### src/rtl/rggen_host_if_apb_bridge.sv
// rggen_host_if_apb_bridge
//
// Bridges an APB completer port onto the rggen local register-bus command
// interface. A transfer is captured during the APB setup phase, checked
// against the address window and optional privilege requirement, and then
// either issued as a local command or answered directly with an error. The
// bus response is returned during one RESPONSE cycle with o_pready high.
//
// Ports
//   clk, rst            : clock and synchronous active-high reset
//   i_paddr .. i_pstrb  : APB request (address, protection, select, enable,
//                         direction, write data, byte strobes)
//   o_pready            : one-cycle completion pulse
//   o_prdata, o_pslverr : read data and error flag, valid with o_pready
//   o_command_valid     : local command is being presented
//   o_write, o_read     : local command direction
//   o_address           : window-relative address
//   o_write_data        : captured write data
//   o_write_mask        : byte-expanded strobes (all-ones on reads)
//   i_response_ready    : local side accepts the command and returns status
//   i_read_data         : local read data
//   i_status            : local status, bit 0 flags an error
//
// Every output comes straight from a flop.

module rggen_host_if_apb_bridge #(
  parameter int                            DATA_WIDTH          = 32,
  parameter int                            HOST_ADDRESS_WIDTH  = 16,
  parameter int                            LOCAL_ADDRESS_WIDTH = 16,
  parameter logic [HOST_ADDRESS_WIDTH-1:0] BASE_ADDRESS        = '0,
  parameter int                            TIMEOUT_CYCLES      = 0,
  parameter bit                            PRIVILEGED_ONLY     = 1'b0
) (
  input  logic                           clk,
  input  logic                           rst,
  input  logic [HOST_ADDRESS_WIDTH-1:0]  i_paddr,
  input  logic [2:0]                     i_pprot,
  input  logic                           i_psel,
  input  logic                           i_penable,
  input  logic                           i_pwrite,
  input  logic [DATA_WIDTH-1:0]          i_pwdata,
  input  logic [DATA_WIDTH/8-1:0]        i_pstrb,
  output logic                           o_pready,
  output logic [DATA_WIDTH-1:0]          o_prdata,
  output logic                           o_pslverr,
  output logic                           o_command_valid,
  output logic                           o_write,
  output logic                           o_read,
  output logic [LOCAL_ADDRESS_WIDTH-1:0] o_address,
  output logic [DATA_WIDTH-1:0]          o_write_data,
  output logic [DATA_WIDTH-1:0]          o_write_mask,
  input  logic                           i_response_ready,
  input  logic [DATA_WIDTH-1:0]          i_read_data,
  input  logic [1:0]                     i_status
);

  localparam int STRB_W = DATA_WIDTH / 8;

  // The counter only has to reach TIMEOUT_CYCLES-1: the cycle that would
  // make it TIMEOUT_CYCLES is the one that leaves COMMAND.
  localparam int                CNT_W            = (TIMEOUT_CYCLES > 1) ? $clog2(TIMEOUT_CYCLES) : 1;
  localparam int                TIMEOUT_LAST_INT = (TIMEOUT_CYCLES > 0) ? TIMEOUT_CYCLES - 1 : 0;
  localparam logic [CNT_W-1:0]  TIMEOUT_LAST     = TIMEOUT_LAST_INT[CNT_W-1:0];

  typedef enum logic [1:0] {
    IDLE     = 2'd0,
    COMMAND  = 2'd1,
    ERROR    = 2'd2,
    RESPONSE = 2'd3
  } state_t;

  // Reads always fetch the full word, so their mask ignores the strobes.
  function automatic logic [DATA_WIDTH-1:0] expand_mask(
    input logic [STRB_W-1:0] strb,
    input logic              write
  );
    logic [DATA_WIDTH-1:0] mask;
    mask = '0;
    for (int i = 0; i < STRB_W; i++) begin
      mask[8*i +: 8] = {8{strb[i] | ~write}};
    end
    return mask;
  endfunction

  state_t                         state_q, state_d;
  logic [CNT_W-1:0]               cnt_q, cnt_d;
  logic [LOCAL_ADDRESS_WIDTH-1:0] addr_q, addr_d;
  logic                           pwrite_q, pwrite_d;
  logic [DATA_WIDTH-1:0]          wdata_q, wdata_d;
  logic [DATA_WIDTH-1:0]          wmask_q, wmask_d;
  logic                           cmd_valid_q, cmd_valid_d;
  logic                           write_q, write_d;
  logic                           read_q, read_d;
  logic                           pready_q, pready_d;
  logic [DATA_WIDTH-1:0]          prdata_q, prdata_d;
  logic                           pslverr_q, pslverr_d;

  logic setup;
  logic hit;
  logic prot_ok;
  logic timeout_hit;

  assign setup       = i_psel & ~i_penable;
  // Shifting out the local bits compares only the window-select bits; with
  // equal host and local widths both sides shift to zero and always match.
  assign hit         = (i_paddr >> LOCAL_ADDRESS_WIDTH) == (BASE_ADDRESS >> LOCAL_ADDRESS_WIDTH);
  assign prot_ok     = !PRIVILEGED_ONLY || i_pprot[0];
  assign timeout_hit = (TIMEOUT_CYCLES != 0) && (cnt_q == TIMEOUT_LAST);

  always_comb begin
    state_d     = state_q;
    cnt_d       = cnt_q;
    addr_d      = addr_q;
    pwrite_d    = pwrite_q;
    wdata_d     = wdata_q;
    wmask_d     = wmask_q;
    cmd_valid_d = 1'b0;
    write_d     = 1'b0;
    read_d      = 1'b0;
    pready_d    = 1'b0;
    prdata_d    = '0;
    pslverr_d   = 1'b0;

    case (state_q)
      IDLE: begin
        if (setup) begin
          addr_d   = i_paddr[LOCAL_ADDRESS_WIDTH-1:0];
          pwrite_d = i_pwrite;
          wdata_d  = i_pwdata;
          wmask_d  = expand_mask(i_pstrb, i_pwrite);
          if (hit && prot_ok) begin
            state_d     = COMMAND;
            cnt_d       = '0;
            cmd_valid_d = 1'b1;
            write_d     = i_pwrite;
            read_d      = ~i_pwrite;
          end else begin
            state_d = ERROR;
          end
        end
      end
      COMMAND: begin
        // A ready arriving on the timeout cycle still delivers real status.
        if (i_response_ready) begin
          state_d   = RESPONSE;
          pready_d  = 1'b1;
          prdata_d  = pwrite_q ? '0 : i_read_data;
          pslverr_d = i_status[0];
        end else if (timeout_hit) begin
          state_d   = RESPONSE;
          pready_d  = 1'b1;
          pslverr_d = 1'b1;
        end else begin
          cnt_d       = cnt_q + 1'b1;
          cmd_valid_d = 1'b1;
          write_d     = pwrite_q;
          read_d      = ~pwrite_q;
        end
      end
      ERROR: begin
        state_d   = RESPONSE;
        pready_d  = 1'b1;
        pslverr_d = 1'b1;
      end
      RESPONSE: begin
        state_d = IDLE;
      end
      default: begin
        state_d = IDLE;
      end
    endcase
  end

  always_ff @(posedge clk) begin
    if (rst) begin
      state_q     <= IDLE;
      cnt_q       <= '0;
      addr_q      <= '0;
      pwrite_q    <= 1'b0;
      wdata_q     <= '0;
      wmask_q     <= '0;
      cmd_valid_q <= 1'b0;
      write_q     <= 1'b0;
      read_q      <= 1'b0;
      pready_q    <= 1'b0;
      prdata_q    <= '0;
      pslverr_q   <= 1'b0;
    end else begin
      state_q     <= state_d;
      cnt_q       <= cnt_d;
      addr_q      <= addr_d;
      pwrite_q    <= pwrite_d;
      wdata_q     <= wdata_d;
      wmask_q     <= wmask_d;
      cmd_valid_q <= cmd_valid_d;
      write_q     <= write_d;
      read_q      <= read_d;
      pready_q    <= pready_d;
      prdata_q    <= prdata_d;
      pslverr_q   <= pslverr_d;
    end
  end

  assign o_pready        = pready_q;
  assign o_prdata        = prdata_q;
  assign o_pslverr       = pslverr_q;
  assign o_command_valid = cmd_valid_q;
  assign o_write         = write_q;
  assign o_read          = read_q;
  assign o_address       = addr_q;
  assign o_write_data    = wdata_q;
  assign o_write_mask    = wmask_q;

  // Protection bits 2:1 and status bit 1 carry no meaning for this bridge.
  logic unused_inputs;
  assign unused_inputs = ^{i_pprot[2:1], i_status[1]};

endmodule

### config.mk
export PLATFORM = sky130hd
export DESIGN_NAME = rggen_host_if_apb_bridge
export DESIGN_NICKNAME = d
export VERILOG_FILES = /design/src/rtl/rggen_host_if_apb_bridge.sv
export SDC_FILE = /design/constraint.sdc
export NUM_CORES = 1
export LEC_CHECK = 0
export BUFFER_PORTS_ARGS = -buffer_cell sky130_fd_sc_hd__buf_2
export CAP_MARGIN = 0
export CORE_MARGIN = 5
export CORE_UTILIZATION = 45
export DETAILED_ROUTE_END_ITERATION = 10
export PLACE_DENSITY = 0.86
export SETUP_SLACK_MARGIN = 0.5
export SYNTH_ARGS = -nofsm -noshare
export SYNTH_HDL_FRONTEND = slang
export SYNTH_SLANG_ARGS = --single-unit
### constraint.sdc
create_clock -name clk -period 3.95 [get_ports clk]
set_input_delay 0.1975 -clock clk [delete_from_list [all_inputs] [get_ports clk]]
set_output_delay 0.1975 -clock clk [all_outputs]
set_load 0.05 [all_outputs]
==> flow_summary.ini <==
[die]
fp-row-count = 31
initial_core_util_pct = 45.9
die_y_um = 95.7
core-area_um2 = 7210
die_w_um = 95.7
io-pin-count = 212
die_area_um2 = 9170

[route]
drc = 0
vias = 2856
viasPerCell = 4.46
dr.pass1.iters = 4
drt-initial-drc-count = 61
routedWlPerCell_um = 12.4
detail-route-antenna-nets = 0
totalWireLength_um = 7920

[outcome]
run_status = finished, final reports clean

[timing]
hold_violations = 0
min_period_over_period_pct = 54.2
fin_tns_setup_ns = 0
tightest_slew_ns = 1.04
whs_ns = 0.0425
fin_crit_ns = 2.14
rsz0062_at_grt = false
slew-limit-headroom_pct = 30.0
max_freq_ghz = 0.467
finalMaxSlewViolations = 0
finClkSkew_ns = 0.0106
setup_viol = 0

[critical_path]
worstSetupPathType = reg2reg
crit_path_end_kind = flip-flop
crit_fanout = 53
cp.required_ns = 4.14
critical_path_arrival_ns = 2.33
crit_path_start_kind = flip-flop

[grt]
grt_overflow_total = 0
grt_pass1_vias = 2771
antenna_found_initial = 0
grt_max_degree = 61
grt_usage_pct = 17.2
grt_pass1_wl_um = 12400

[logic_synthesis]
synth_seq_area_share_pct = 55.7
yosysTopAreaCell = dfxtp_1
ys_async_sr_fraction_pct = 0
synth_top_cells_by_count = 100 x nand2_1, 92 x dfxtp_1, 53 x a21oi_1
synth_area_um2 = 3310
synth_edf_count = 0
ys.flop_type = dfxtp_1
syn-instance-count = 366
ys_ff_latch = 92
yosysMostFrequentCell = nand2_1
avgSynthCellArea_um2 = 9.04
syn_nets = 467
synth_top_area_share_pct = 55.7
ys_types = 26
synthTopCellsByArea = dfxtp_1 56%, nand2_1 11%, a21oi_1 8.0%, buf_4 6.6%, and2_1 6.1%
ys_warn_count = 0

[min_path]
hold_path_class = in2reg

[finish]
drive_gt1_share_pct = 41.9
antennaDiodeCount = 0
syn2layout_area_growth_pct = 31.1
fill_cells = 639
final_nets = 638
fin_cells = 641

[clock_tree]
cts_setup_buffers = 0
cts_buffers = 9
clock_tree.buffer_depth = 2
hold_buffers = 0
cts_tree = done
clk_pin_slew_ns = 0.10
cts.sinks = 92
htreeDepth = 3
cts_resized = 0
root_buffer = clkbuf_8
insertion_delay_ns = 0.34

[place]
gp_congestion = 0.807
dp_hpwl_um = 6000
port_buffers = 207
dp_cells = 625

[power]
total_power_mw = 2.78
leakage_nw = 2.19
pwr_density_cell_nw_per_um2 = 641
vdd_drop_max_mv = 0.338

[run]
cap_viol_max_count = 0
## through the flow
stage	setup slack (ns)	cell area, µm²	utilization [%]
3_3_place_gp	1.83	4140	57.4
5_1_grt	1.47	4340	60.1
3_5_place_dp	1.76	4140	57.4
2_1_floorplan	2.52	3310	-
4_1_cts	1.74	4340	60.1
6_report	1.81	4340	60.1
## path summary, 6_finish.rpt
check | cells past startpoint | slack, ns | endpoint | from
hold / removal | 2 | 0.04 | o_prdata[4]$_SDFF_PP0_ | i_read_data[4]
setup reg to reg | 5 | 1.81 | o_write_mask[24]$_SDFFE_PP0P_ | state_q[0]$_SDFFE_PP0P_
setup / recovery | 5 | 1.81 | o_write_mask[24]$_SDFFE_PP0P_ | state_q[0]$_SDFFE_PP0P_
hold reg to reg | 2 | 0.45 | o_write_data[23]$_SDFFE_PP0P_ | o_write_data[23]$_SDFFE_PP0P_
## cells in the final DEF, fill, tap and decap left out, drive strengths merged
master	n
mux2	1
o21bai	1
bufinv	1
nand2b	3
and3b	1
a31oi	1
clkinvlp	2
dfxtp	92
nand4b	1
mux2i	1
nor2b	1
nor3b	4
nor3	5
and2	32
inv	4
nor2	12
clkinv	1
nand2	100
ha	6
buf	208
nor4bb	1
nand3b	1
clkbuf	10
a21oi	53
## kinds of logic (layout without fill, tap and decap cells)
logic type | count (synthesis) | count (layout) | synth area share [%]
adder cells (fa/ha/maj) | 6 | 6 | 2.27
AO/OA/AOI/OAI | 55 | 55 | 8.43
AND/OR/NAND/NOR | 161 | 161 | 22.5
buffers and inverters | 50 | 226 | 10.5
multiplexers | 2 | 2 | 0.643
flip-flops | 92 | 92 | 55.7
## cell type report
type	count	area [µm²]	area share, %
timing repair buffer	208	1040	24.1
inverter	2	7.51	0.173
clock inverter	6	71.3	1.64
clock buffer	10	128	2.94
sequential	92	1840	42.5
multi-input combinational	224	1120	25.9
tap	99	124	2.86
## power by group
part / internal, mW / switching, mW
clock: 0.299 / 0.325
combinational: 0.247 / 0.812
sequential: 1.04 / 0.0572
total: 1.58 / 1.19
## flip-flops by register name (all words and copies together), names as in the netlist
| register | cells |
|---|---|
| state_q | 2 |
| o_write | 1 |
| o_pslverr | 1 |
| o_command_valid | 1 |
| o_read | 1 |
| o_write_mask | 4 |
| o_pready | 1 |
| o_write_data | 32 |
| o_address | 16 |
| pwrite_q | 1 |
| o_prdata | 32 |
## critical path, stage by stage, from the launching register on
cell,delay (ns)
dfxtp_1,0.35
inv_1,0.13
ha_1,0.21
nand3b_2,0.76
nor3b_1,0.46
nor3_1,0.07
## routing by layer
| metal | GRT usage [%] | vias to the layer above | share of wire (%) |
|---|---|---|---|
| li1 | - | 1474 | - |
| met1 | 18.2 | 1232 | 37 |
| met2 | 29.1 | 137 | 48 |
| met3 | 8.99 | 13 | 13 |
| met4 | 6.40 | 0 | 2.0 |
| met5 | 0 | - | 0 |
No activity file was read; power rests on OpenSTA's default activity.
